===== config.mk =====
export PLATFORM = sky130hd
export DESIGN_NAME = rsa_regfile_ctrl_flat
export DESIGN_NICKNAME = d
export VERILOG_FILES = /design/src/rtl/rsa_regfile_ctrl_if.sv /design/src/rtl/rsa_regfile_ctrl.sv /design/src/flat_wrapper.sv
export SDC_FILE = /design/constraint.sdc
export NUM_CORES = 1
export LEC_CHECK = 0
export ABC_AREA = 1
export ABC_CLOCK_PERIOD_IN_PS = 3050
export CAP_MARGIN = 10
export CORE_ASPECT_RATIO = 0.75
export CORE_MARGIN = 2
export CORE_UTILIZATION = 40
export DETAILED_ROUTE_END_ITERATION = 10
export GPL_ROUTABILITY_DRIVEN = 0
export GPL_TIMING_DRIVEN = 0
export PLACE_DENSITY = 0.76
export REMOVE_ABC_BUFFERS = 1
export SYNTH_ARGS = -nofsm -noshare
export SYNTH_HDL_FRONTEND = slang
export SYNTH_SLANG_ARGS = --single-unit

===== constraint.sdc =====
create_clock -name clk -period 3.05 [get_ports clk]
set_input_delay 0.7625 -clock clk [delete_from_list [all_inputs] [get_ports clk]]
set_output_delay 0.7625 -clock clk [all_outputs]
set_load 0.01 [all_outputs]

===== src/rtl/rsa_regfile_ctrl_if.sv =====
// ---------------------------------------------------------------------------
// rsa_regfile_ctrl_if
//   Register bus between spireg (master) and rsa_regfile_ctrl (slave).
//   reg_addr   register address
//   reg_wdata  write data
//   reg_wvld   one-cycle write strobe
//   reg_rdata  read data, combinational on reg_addr
// ---------------------------------------------------------------------------
interface rsa_regfile_ctrl_if #(
   parameter int ADDR_W = 5,
   parameter int REG_W  = 8
);
   logic [ADDR_W-1:0] reg_addr;
   logic [REG_W-1:0]  reg_wdata;
   logic              reg_wvld;
   logic [REG_W-1:0]  reg_rdata;

   modport master (output reg_addr, output reg_wdata, output reg_wvld, input reg_rdata);
   modport slave  (input reg_addr, input reg_wdata, input reg_wvld, output reg_rdata);
endinterface


===== src/rtl/rsa_regfile_ctrl.sv =====
// ---------------------------------------------------------------------------
// rsa_regfile_ctrl
//   Register bank and run controller for the RSA modular-exponentiation core.
//   Holds the multi-byte operands P, E, M, CONST, captures result C, and runs
//   an IDLE/RUN/DONE controller with a run timeout and sticky, maskable flags.
//
//   Ports
//     clk, rst            clock, synchronous active-high reset
//     bus (slave)         register bus from spireg (addr/wdata/wvld/rdata)
//     ext_start           asynchronous start pin, rising-edge triggered
//     core_en/core_rst_n  core enable and core reset, both active only in RUN
//     op_p/op_e/op_m/op_const  operands, straight from the register bytes
//     core_eoc, core_c    end-of-computation strobe and result from the core
//     irq                 level interrupt, mirrors STATUS.IRQ
//
//   Map: 0 STATUS (RO), 1 CTRL, 2 CLR (W1C), 3 spare, then OP_BYTES-byte
//   little-endian blocks P, E, M, CONST, C (RO).
// ---------------------------------------------------------------------------
module rsa_regfile_ctrl #(
   parameter int REG_W    = 8,
   parameter int ADDR_W   = 5,
   parameter int OP_BYTES = 4,
   parameter int TMO_W    = 16,
   localparam int OP_W    = OP_BYTES * REG_W
) (
   input  logic             clk,
   input  logic             rst,
   rsa_regfile_ctrl_if.slave bus,
   input  logic             ext_start,
   output logic             core_en,
   output logic             core_rst_n,
   output logic [OP_W-1:0]  op_p,
   output logic [OP_W-1:0]  op_e,
   output logic [OP_W-1:0]  op_m,
   output logic [OP_W-1:0]  op_const,
   input  logic             core_eoc,
   input  logic [OP_W-1:0]  core_c,
   output logic             irq
);

   localparam int P_BASE = 4;
   localparam int E_BASE = P_BASE + OP_BYTES;
   localparam int M_BASE = E_BASE + OP_BYTES;
   localparam int K_BASE = M_BASE + OP_BYTES;
   localparam int C_BASE = K_BASE + OP_BYTES;

   // Counter value that, once incremented this cycle, reaches 2**TMO_W-1.
   // With the counter loaded with 0 on RUN entry this yields exactly
   // 2**TMO_W-1 RUN cycles before the timeout.
   localparam logic [TMO_W-1:0] CNT_LAST = {{(TMO_W-1){1'b1}}, 1'b0};

   typedef enum logic [1:0] {S_IDLE, S_RUN, S_DONE} state_t;

   state_t            state, state_nxt;
   logic [OP_W-1:0]   p_q, e_q, m_q, k_q, c_q;
   logic [REG_W-1:0]  spare_q;
   logic [TMO_W-1:0]  cnt_q;
   logic              irq_q, done_q, tmo_q, err_q, irq_en_q;
   logic              sync1_q, sync2_q, prev_q;

   logic              ctrl_wr, clr_wr, spare_wr, op_wr;
   logic              ext_pulse, start_req, stop_req;
   logic              enter_run, capture, timeout, set_irq;
   logic [REG_W-1:0]  rdata;

   // ---------------- bus decode ----------------
   assign ctrl_wr  = bus.reg_wvld && (bus.reg_addr == ADDR_W'(1));
   assign clr_wr   = bus.reg_wvld && (bus.reg_addr == ADDR_W'(2));
   assign spare_wr = bus.reg_wvld && (bus.reg_addr == ADDR_W'(3));
   assign op_wr    = bus.reg_wvld && (int'(bus.reg_addr) >= P_BASE)
                                  && (int'(bus.reg_addr) <  C_BASE);

   // START and STOP together is a STOP only.
   assign ext_pulse = sync2_q && !prev_q;
   assign stop_req  = ctrl_wr && bus.reg_wdata[1];
   assign start_req = (ctrl_wr && bus.reg_wdata[0] && !bus.reg_wdata[1]) || ext_pulse;

   // ---------------- FSM ----------------
   // NOTE: sequential state uses non-blocking assignments so every flop
   // samples the pre-edge values, independent of block ordering.
   always_ff @(posedge clk) begin
      if (rst) state <= S_IDLE;
      else     state <= state_nxt;
   end

   // NOTE: every output of this block gets a default first, so no path
   // leaves a signal unassigned and no latch is inferred.
   always_comb begin
      state_nxt  = state;
      enter_run  = 1'b0;
      capture    = 1'b0;
      timeout    = 1'b0;
      core_en    = 1'b0;
      core_rst_n = 1'b0;
      case (state)
         S_IDLE: begin
            if (start_req) begin
               state_nxt = S_RUN;
               enter_run = 1'b1;
            end
         end
         S_RUN: begin
            core_en    = 1'b1;
            core_rst_n = 1'b1;
            // eoc beats timeout, timeout beats STOP; start requests ignored.
            if (core_eoc) begin
               capture   = 1'b1;
               state_nxt = S_DONE;
            end else if (cnt_q == CNT_LAST) begin
               timeout   = 1'b1;
               state_nxt = S_IDLE;
            end else if (stop_req) begin
               state_nxt = S_IDLE;
            end
         end
         S_DONE: begin
            if (start_req) begin
               state_nxt = S_RUN;
               enter_run = 1'b1;
            end else if (stop_req) begin
               state_nxt = S_IDLE;
            end
         end
         default: state_nxt = S_IDLE;
      endcase
   end

   assign set_irq = (capture || timeout) && irq_en_q;

   // ---------------- registers ----------------
   // NOTE: the register bank is built from flops, not a RAM, so it is
   // cleared by reset along with everything else.
   always_ff @(posedge clk) begin
      if (rst) begin
         p_q      <= '0;
         e_q      <= '0;
         m_q      <= '0;
         k_q      <= '0;
         c_q      <= '0;
         spare_q  <= '0;
         cnt_q    <= '0;
         irq_q    <= 1'b0;
         done_q   <= 1'b0;
         tmo_q    <= 1'b0;
         err_q    <= 1'b0;
         irq_en_q <= 1'b0;
         sync1_q  <= 1'b0;
         sync2_q  <= 1'b0;
         prev_q   <= 1'b0;
      end else begin
         sync1_q <= ext_start;
         sync2_q <= sync1_q;
         prev_q  <= sync2_q;

         if (enter_run)          cnt_q <= '0;
         else if (state == S_RUN) cnt_q <= cnt_q + 1'b1;

         // Operand writes are locked out while the core is running.
         if (op_wr && state != S_RUN) begin
            for (int k = 0; k < OP_BYTES; k++) begin
               if (bus.reg_addr == ADDR_W'(P_BASE + k)) p_q[k*REG_W +: REG_W] <= bus.reg_wdata;
               if (bus.reg_addr == ADDR_W'(E_BASE + k)) e_q[k*REG_W +: REG_W] <= bus.reg_wdata;
               if (bus.reg_addr == ADDR_W'(M_BASE + k)) m_q[k*REG_W +: REG_W] <= bus.reg_wdata;
               if (bus.reg_addr == ADDR_W'(K_BASE + k)) k_q[k*REG_W +: REG_W] <= bus.reg_wdata;
            end
         end

         if (ctrl_wr)  irq_en_q <= bus.reg_wdata[2];
         if (spare_wr) spare_q  <= bus.reg_wdata;
         if (capture)  c_q      <= core_c;

         // Sticky flags: the later assignment (set) wins over a same-cycle clear.
         if (clr_wr && bus.reg_wdata[0]) irq_q <= 1'b0;
         if (set_irq)                    irq_q <= 1'b1;

         if (enter_run || (clr_wr && bus.reg_wdata[1])) done_q <= 1'b0;
         if (capture)                                   done_q <= 1'b1;

         if (enter_run || (clr_wr && bus.reg_wdata[3])) tmo_q <= 1'b0;
         if (timeout)                                   tmo_q <= 1'b1;

         if (clr_wr && bus.reg_wdata[4]) err_q <= 1'b0;
         if (op_wr && state == S_RUN)    err_q <= 1'b1;
      end
   end

   // ---------------- read mux ----------------
   always_comb begin
      rdata = '0;
      if (bus.reg_addr == ADDR_W'(0)) begin
         rdata[4:0] = {err_q, tmo_q, (state == S_RUN), done_q, irq_q};
      end else if (bus.reg_addr == ADDR_W'(1)) begin
         rdata[2] = irq_en_q;
      end else if (bus.reg_addr == ADDR_W'(3)) begin
         rdata = spare_q;
      end
      for (int k = 0; k < OP_BYTES; k++) begin
         if (bus.reg_addr == ADDR_W'(P_BASE + k)) rdata = p_q[k*REG_W +: REG_W];
         if (bus.reg_addr == ADDR_W'(E_BASE + k)) rdata = e_q[k*REG_W +: REG_W];
         if (bus.reg_addr == ADDR_W'(M_BASE + k)) rdata = m_q[k*REG_W +: REG_W];
         if (bus.reg_addr == ADDR_W'(K_BASE + k)) rdata = k_q[k*REG_W +: REG_W];
         if (bus.reg_addr == ADDR_W'(C_BASE + k)) rdata = c_q[k*REG_W +: REG_W];
      end
   end

   assign bus.reg_rdata = rdata;

   assign op_p     = p_q;
   assign op_e     = e_q;
   assign op_m     = m_q;
   assign op_const = k_q;
   assign irq      = irq_q;

endmodule


===== src/flat_wrapper.sv =====
// flat-port wrapper written by rule: the top's interface ports become plain ports
module rsa_regfile_ctrl_flat 
#(
   parameter int REG_W    = 8,
   parameter int ADDR_W   = 5,
   parameter int OP_BYTES = 4,
   parameter int TMO_W    = 16,
   localparam int OP_W    = OP_BYTES * REG_W
)
  (clk, rst, ext_start, core_en, core_rst_n, op_p, op_e, op_m, op_const, core_eoc, core_c, irq, bus_reg_addr, bus_reg_wdata, bus_reg_wvld, bus_reg_rdata);
  rsa_regfile_ctrl_if #(.ADDR_W(ADDR_W), .REG_W(REG_W)) bus_i ();
  input  logic clk;
  input  logic rst;
  input  logic ext_start;
  output logic core_en;
  output logic core_rst_n;
  output logic [OP_W-1:0] op_p;
  output logic [OP_W-1:0] op_e;
  output logic [OP_W-1:0] op_m;
  output logic [OP_W-1:0] op_const;
  input  logic core_eoc;
  input  logic [OP_W-1:0] core_c;
  output logic irq;
  input wire logic [$bits(bus_i.reg_addr)-1:0] bus_reg_addr;
  input wire logic [$bits(bus_i.reg_wdata)-1:0] bus_reg_wdata;
  input wire logic [$bits(bus_i.reg_wvld)-1:0] bus_reg_wvld;
  output wire logic [$bits(bus_i.reg_rdata)-1:0] bus_reg_rdata;
  assign bus_i.reg_addr = bus_reg_addr;
  assign bus_i.reg_wdata = bus_reg_wdata;
  assign bus_i.reg_wvld = bus_reg_wvld;
  assign bus_reg_rdata = bus_i.reg_rdata;
  rsa_regfile_ctrl #(.REG_W(REG_W), .ADDR_W(ADDR_W), .OP_BYTES(OP_BYTES), .TMO_W(TMO_W)) u_core (.clk(clk), .rst(rst), .bus(bus_i), .ext_start(ext_start), .core_en(core_en), .core_rst_n(core_rst_n), .op_p(op_p), .op_e(op_e), .op_m(op_m), .op_const(op_const), .core_eoc(core_eoc), .core_c(core_c), .irq(irq));
endmodule

==> results.json, run 1 <==
{
  "run_status": "finished with violations",
  "violations": "negative setup slack",
  "cts_tree": "built",
  "ys_warn_count": 0,
  "hp-start": "u_core.sync1_q$_SDFF_PP0_",
  "insertion_delay_ps": 450,
  "synth_seq_cells": 194,
  "antenna_cells": 0,
  "fin_nets": 1436,
  "grt_pass1_vias": 7867,
  "routed_wl_um": 29500,
  "netlist_area_um2": 8440,
  "timing.hold.ws_ps": 424,
  "skew_ps": 17.1,
  "vias": 8866,
  "required_ps": 2290,
  "antenna_found_initial": 0,
  "worstMarginPinSlew_ps": 1090,
  "dp_hpwl_um": 20000,
  "setup_ws_ps": -590,
  "cts_buffers": 17,
  "slew_headroom_pct": 27.0,
  "cap_viol_max_count": 0,
  "final-instance-count-excl-fill": 1679,
  "layout_commonest_cell": "nor2_1",
  "final-setup-viol-count": 8,
  "hold_buffers": 0,
  "hold_class": "reg -> reg",
  "synth.distinct_cells": 37,
  "clock.fmax_mhz": 275,
  "crit_fanout": 7,
  "die-area_um2": 22300,
  "grt_max_degree": 172,
  "rsz0062_at_grt": "yes",
  "holdPathEnd": "u_core.sync2_q$_SDFF_PP0_",
  "grt_pass1_wl_um": 44300,
  "critPathCaptureType": "primary output",
  "r2r-end": "u_core.c_q[1]$_SDFFE_PP0P_",
  "startpoint_type": "input pin",
  "drcViolationCount": 0,
  "postRouteAntennaNets": 0,
  "io_buffer_count": 188,
  "synthCells": 1196,
  "die_h_um": 130,
  "period_needed_ps": 3640,
  "drive_above_1_share_pct": 12.9,
  "hold_viol_final": 0,
  "initial_utilization_pct": 41.2,
  "finalCritPeriodShare_pct": 119,
  "rr_startpoint": "u_core.state[0]$_SDFFE_PP0P_",
  "syn2layout_area_growth_pct": 37.0,
  "syn_area_per_cell_um2": 7.06,
  "io_pins": 189,
  "post_drt_wl_per_cell_um": 17.5,
  "vias_per_cell": 5.28,
  "worstHoldPathCells": 2,
  "final_cell_mix": "nor2_1, dfxtp_1, clkdlybuf4s50_1",
  "clkSinkCount": 194,
  "placed_cells": 1618,
  "power_leakage_nw": 4.52,
  "powerDensity_nw_per_um2": 454,
  "slew_violations": 0,
  "drt_iter0_drc": 1071,
  "reg2regPathDepth": 5,
  "die-width_um": 172,
  "ir_drop_mv": 0.386,
  "cp.arrival_ps": 2880,
  "crit_type": "in -> out",
  "pre_cts_ws_ps": -1720,
  "clk_pin_slew_ps": 70,
  "p_total_mw": 5.25,
  "row_count": 45,
  "ff2ff_setup_slack_ps": 570,
  "cts_buffer_depth": 2,
  "coreArea_um2": 20500,
  "track_usage_pct": 26.1,
  "grt_overflow": 0,
  "htreeDepth": 4,
  "firstDrtPassIters": 5,
  "clockRootBuffer": "clkbuf_16",
  "ys_seq_area_share_pct": 46.0
}
[what timing repair did]
| item | in CTS | in global routing |
|---|---|---|
| setup endpoints to repair | 96 | 24 |
| gates resized for setup | 124 | 25 |
| setup buffers | 20 | 9 |
| pin swaps | 50 | 46 |
[cells by family after synthesis]
logic type | Yosys count | synth area share (%)
AND/OR/NAND/NOR | 600 | 30.9
AO/OA/AOI/OAI | 262 | 15.8
flip-flops | 194 | 46.0
buffers and inverters | 128 | 6.00
XOR/XNOR | 10 | 1.04
adder cells (fa/ha/maj) | 2 | 0.296
[metal layers]
layer  global-route usage (%)  up-vias  wire (um)
li1                         -     4281          -
met1                     38.6     4066      13700
met2                     37.4      466      12200
met3                     6.13       53       2810
met4                     8.40        0        753
met5                        0        -          0
[cell usage after synthesis (all sizes together)]
| master | instances | share of area, % |
|---|---|---|
| o21ai | 176 | 10 |
| inv | 70 | 3.1 |
| nor2 | 330 | 16 |
| buf | 15 | 0.98 |
| clkinv | 9 | 0.40 |
| nand2 | 175 | 8.0 |
| nand4 | 36 | 2.7 |
| ha | 2 | 0.30 |
| nor3b | 1 | 0.089 |
| nand3 | 24 | 1.6 |
| o211ai | 3 | 0.27 |
| nor4 | 3 | 0.30 |
| or2 | 24 | 1.8 |
| xor2 | 8 | 0.83 |
| dfxtp | 194 | 46 |
| nor3 | 7 | 0.47 |
| a21oi | 81 | 4.8 |
| clkbuf | 34 | 1.5 |
| xnor2 | 2 | 0.21 |
| o32ai | 2 | 0.30 |
[metrics by stage]
step	util, %	area [um^2]	setup TNS (ps)
final	56.4	11600	-3870
after global routing	56.4	11600	-4710
after CTS	55.7	11400	-3400
after detailed placement	51.2	10500	-88220
after global placement	51.1	10500	-476360
after floorplan	-	8230	-8500
[power breakdown]
| group | total (mW) | internal [mW] | switching [mW] |
|---|---|---|---|
| Sequential | 2.58 | 2.56 | 0.0204 |
| Combinational | 0.420 | 0.164 | 0.256 |
| Clock | 2.25 | 1.10 | 1.14 |
| Total | 5.25 | 3.83 | 1.42 |
[flip-flops by register name, summed over array words and instances, names as in the netlist, 2 cells and up]
| name | count |
|---|---|
| u_core.c_q | 32 |
| u_core.cnt_q | 16 |
| u_core.op_const | 32 |
| u_core.op_e | 32 |
| u_core.op_m | 32 |
| u_core.op_p | 32 |
| u_core.spare_q | 8 |
| u_core.state | 2 |
[worst max path at each step]
| stage | from | to | slack, ps | cells past startpoint |
|---|---|---|---|---|
| 6_report | bus_reg_addr[1] | bus_reg_rdata[4] | -590 | 19 |
| 5_1_grt | bus_reg_addr[1] | bus_reg_rdata[4] | -690 | 19 |
| 4_1_cts | bus_reg_addr[0] | bus_reg_rdata[3] | -540 | 16 |
| 3_5_place_dp | bus_reg_addr[2] | bus_reg_rdata[6] | -1720 | 14 |
| 3_3_place_gp | rst | u_core.done_q$_SDFFE_PP0P_ | -3460 | 4 |
| 2_1_floorplan | rst | u_core.done_q$_SDFFE_PP0P_ | -560 | 3 |
[worst max-delay path, cell delays in order]
cell and delay [ps]:
buf_8 110, nor2_4 140, clkinv_4 110, nor2_4 180
inv_4 60, buf_6 120, o21ai_4 160, nand3_2 120
nand2_2 100, nand3_2 60, nand2_2 70, nand4_1 140
nand2_1 150, nand3_2 80, nand2_2 90, nand3_2 90
nand2_2 90, nand4_1 80, buf_2 150
[area by class of cell]
| type | instances | area (um^2) |
|---|---|---|
| tap | 282 | 353 |
| clock inverter | 14 | 165 |
| multi-input combinational | 874 | 4280 |
| fill | 1897 | 8930 |
| timing repair buffer | 218 | 2130 |
| clock buffer | 18 | 429 |
| inverter | 79 | 330 |
| sequential | 194 | 3880 |
Note: power is estimated with default switching activity, not from simulation.
==> inputs of run 2 (changes only) <==
SLEW_MARGIN = 20   (was default)
==> results.json, run 2 (synthesis results as in run 1) <==
{
  "rsz0062_at_grt": "yes",
  "antenna_cells": 0,
  "cp_cell_sequence": "buf_12 > nor2_4 > inv_6 > buf_12 > nor2_8 > buf_4 > buf_6 > a21oi_4 > nand4_1 > nor2_1 > nand4_1 > nor2_1 > nand3_1 > nand2_1 > nand3_2 > nand2_2 > nand4_1 > buf_2",
  "drt_iter0_drc": 929,
  "die-width_um": 172,
  "timing.hold.ws_ps": 421,
  "clockRootBuffer": "clkbuf_16",
  "fin_nets": 1444,
  "io_buffer_count": 188,
  "grt_overflow": 0,
  "cts_buffers": 17,
  "slew_headroom_pct": 28.8,
  "clk_pin_slew_ps": 80,
  "crit_fanout": 6,
  "die_h_um": 130,
  "finalCritPeriodShare_pct": 119,
  "io_pins": 189,
  "violations": "negative setup slack",
  "crit_type": "in -> out",
  "cap_viol_max_count": 0,
  "grt_pass1_vias": 8049,
  "required_ps": 2290,
  "setup_ws_ps": -575,
  "cp.arrival_ps": 2860,
  "powerDensity_nw_per_um2": 448,
  "fin_tns_setup_ps": -3770,
  "critPathCaptureType": "primary output",
  "track_usage_pct": 26.1,
  "hold_class": "reg -> reg",
  "reg2regPathDepth": 7,
  "clkSinkCount": 194,
  "final-setup-viol-count": 8,
  "run_status": "finished with violations",
  "period_needed_ps": 3630,
  "postRouteAntennaNets": 0,
  "grt_max_degree": 108,
  "routed_wl_um": 29600,
  "power_leakage_nw": 4.55,
  "cts_tree": "built",
  "grt_pass1_wl_um": 44400,
  "row_count": 45,
  "die-area_um2": 22300,
  "drcViolationCount": 0,
  "htreeDepth": 4,
  "coreArea_um2": 20500,
  "cp_common_cell": "nand4_1",
  "cts_buffer_depth": 2,
  "slew_violations": 0,
  "drive_above_1_share_pct": 13.0,
  "crit_path_max_incr_delay_ps": 200,
  "hold_viol_final": 0,
  "final_cell_mix": "nor2_1, dfxtp_1, clkdlybuf4s50_1",
  "vias": 8935,
  "clock.fmax_mhz": 276,
  "worstMarginPinSlew_ps": 1070,
  "startpoint_type": "input pin",
  "dp_hpwl_um": 20200,
  "vias_per_cell": 5.30,
  "syn2layout_area_growth_pct": 38.6,
  "firstDrtPassIters": 5,
  "insertion_delay_ps": 450,
  "initial_utilization_pct": 41.2,
  "worstHoldPathCells": 2,
  "antenna_found_initial": 0,
  "ir_drop_mv": 0.374,
  "skew_ps": 13.1,
  "crit_path_top_delay_cell": "nand4_1",
  "layout_commonest_cell": "nor2_1",
  "post_drt_wl_per_cell_um": 17.5
}
## run 2: cell count changes in the layout (fill, tap and decap cells not counted), sizes merged
cell,before,now
inv,75,76
clkbuf,18,19
buf,43,50
bufinv,1,0
## run 2: where the power goes
part	internal, mW	switching [mW]
Clock	1.10	1.13
Combinational	0.172	0.260
Sequential	2.56	0.0202
Total	3.83	1.41
## run 2: area by class of cell
cell class	instances	area (um^2)
sequential	194	3880
fill	1861	8790
multi-input combinational	874	4290
clock buffer	18	429
timing repair buffer	226	2260
tap	282	353
clock inverter	14	160
inverter	79	319
## run 2: final timing paths
check / to / slack [ps] / startpoint
setup / recovery: bus_reg_rdata[7] / -580 / bus_reg_addr[1]
setup reg to reg: u_core.op_p[24]$_SDFFE_PP0P_ / 600 / u_core.state[0]$_SDFFE_PP0P_
hold / removal: u_core.sync2_q$_SDFF_PP0_ / 420 / u_core.sync1_q$_SDFF_PP0_
hold reg to reg: u_core.sync2_q$_SDFF_PP0_ / 420 / u_core.sync1_q$_SDFF_PP0_
## run 2: what timing repair did
action,in CTS,in global routing
hold buffers,0,0
setup endpoints to repair,98,27
setup buffers,27,8
resized for setup,131,16
pin swaps,53,41
## run 2: stage by stage
stage	setup slack, ps	instances	power [mW]	utilization [%]	area (um^2)
4_1_cts	-534	1679	5.24	56.5	11600
2_1_floorplan	-560	1147	2.79	-	8230
5_1_grt	-638	1687	5.39	57.1	11700
6_report	-575	1687	5.24	57.1	11700
3_3_place_gp	-3460	1617	3.01	51.1	10500
3_5_place_dp	-1730	1620	3.01	51.5	10600
## run 2: per-layer routing
metal	vias up	global-route usage, %	wire, um
li1	4299	-	-
met1	4148	38.0	13600
met5	-	0	0
met3	55	6.34	2750
met2	433	38.3	12600
met4	0	7.46	662
## run 2: critical path, delay by kind of cell
family	cells	cell delay (ps)
AOI/OAI and AO/OA	1	140
and+or+nand+nor	11	1240
buffers and inverters	6	690
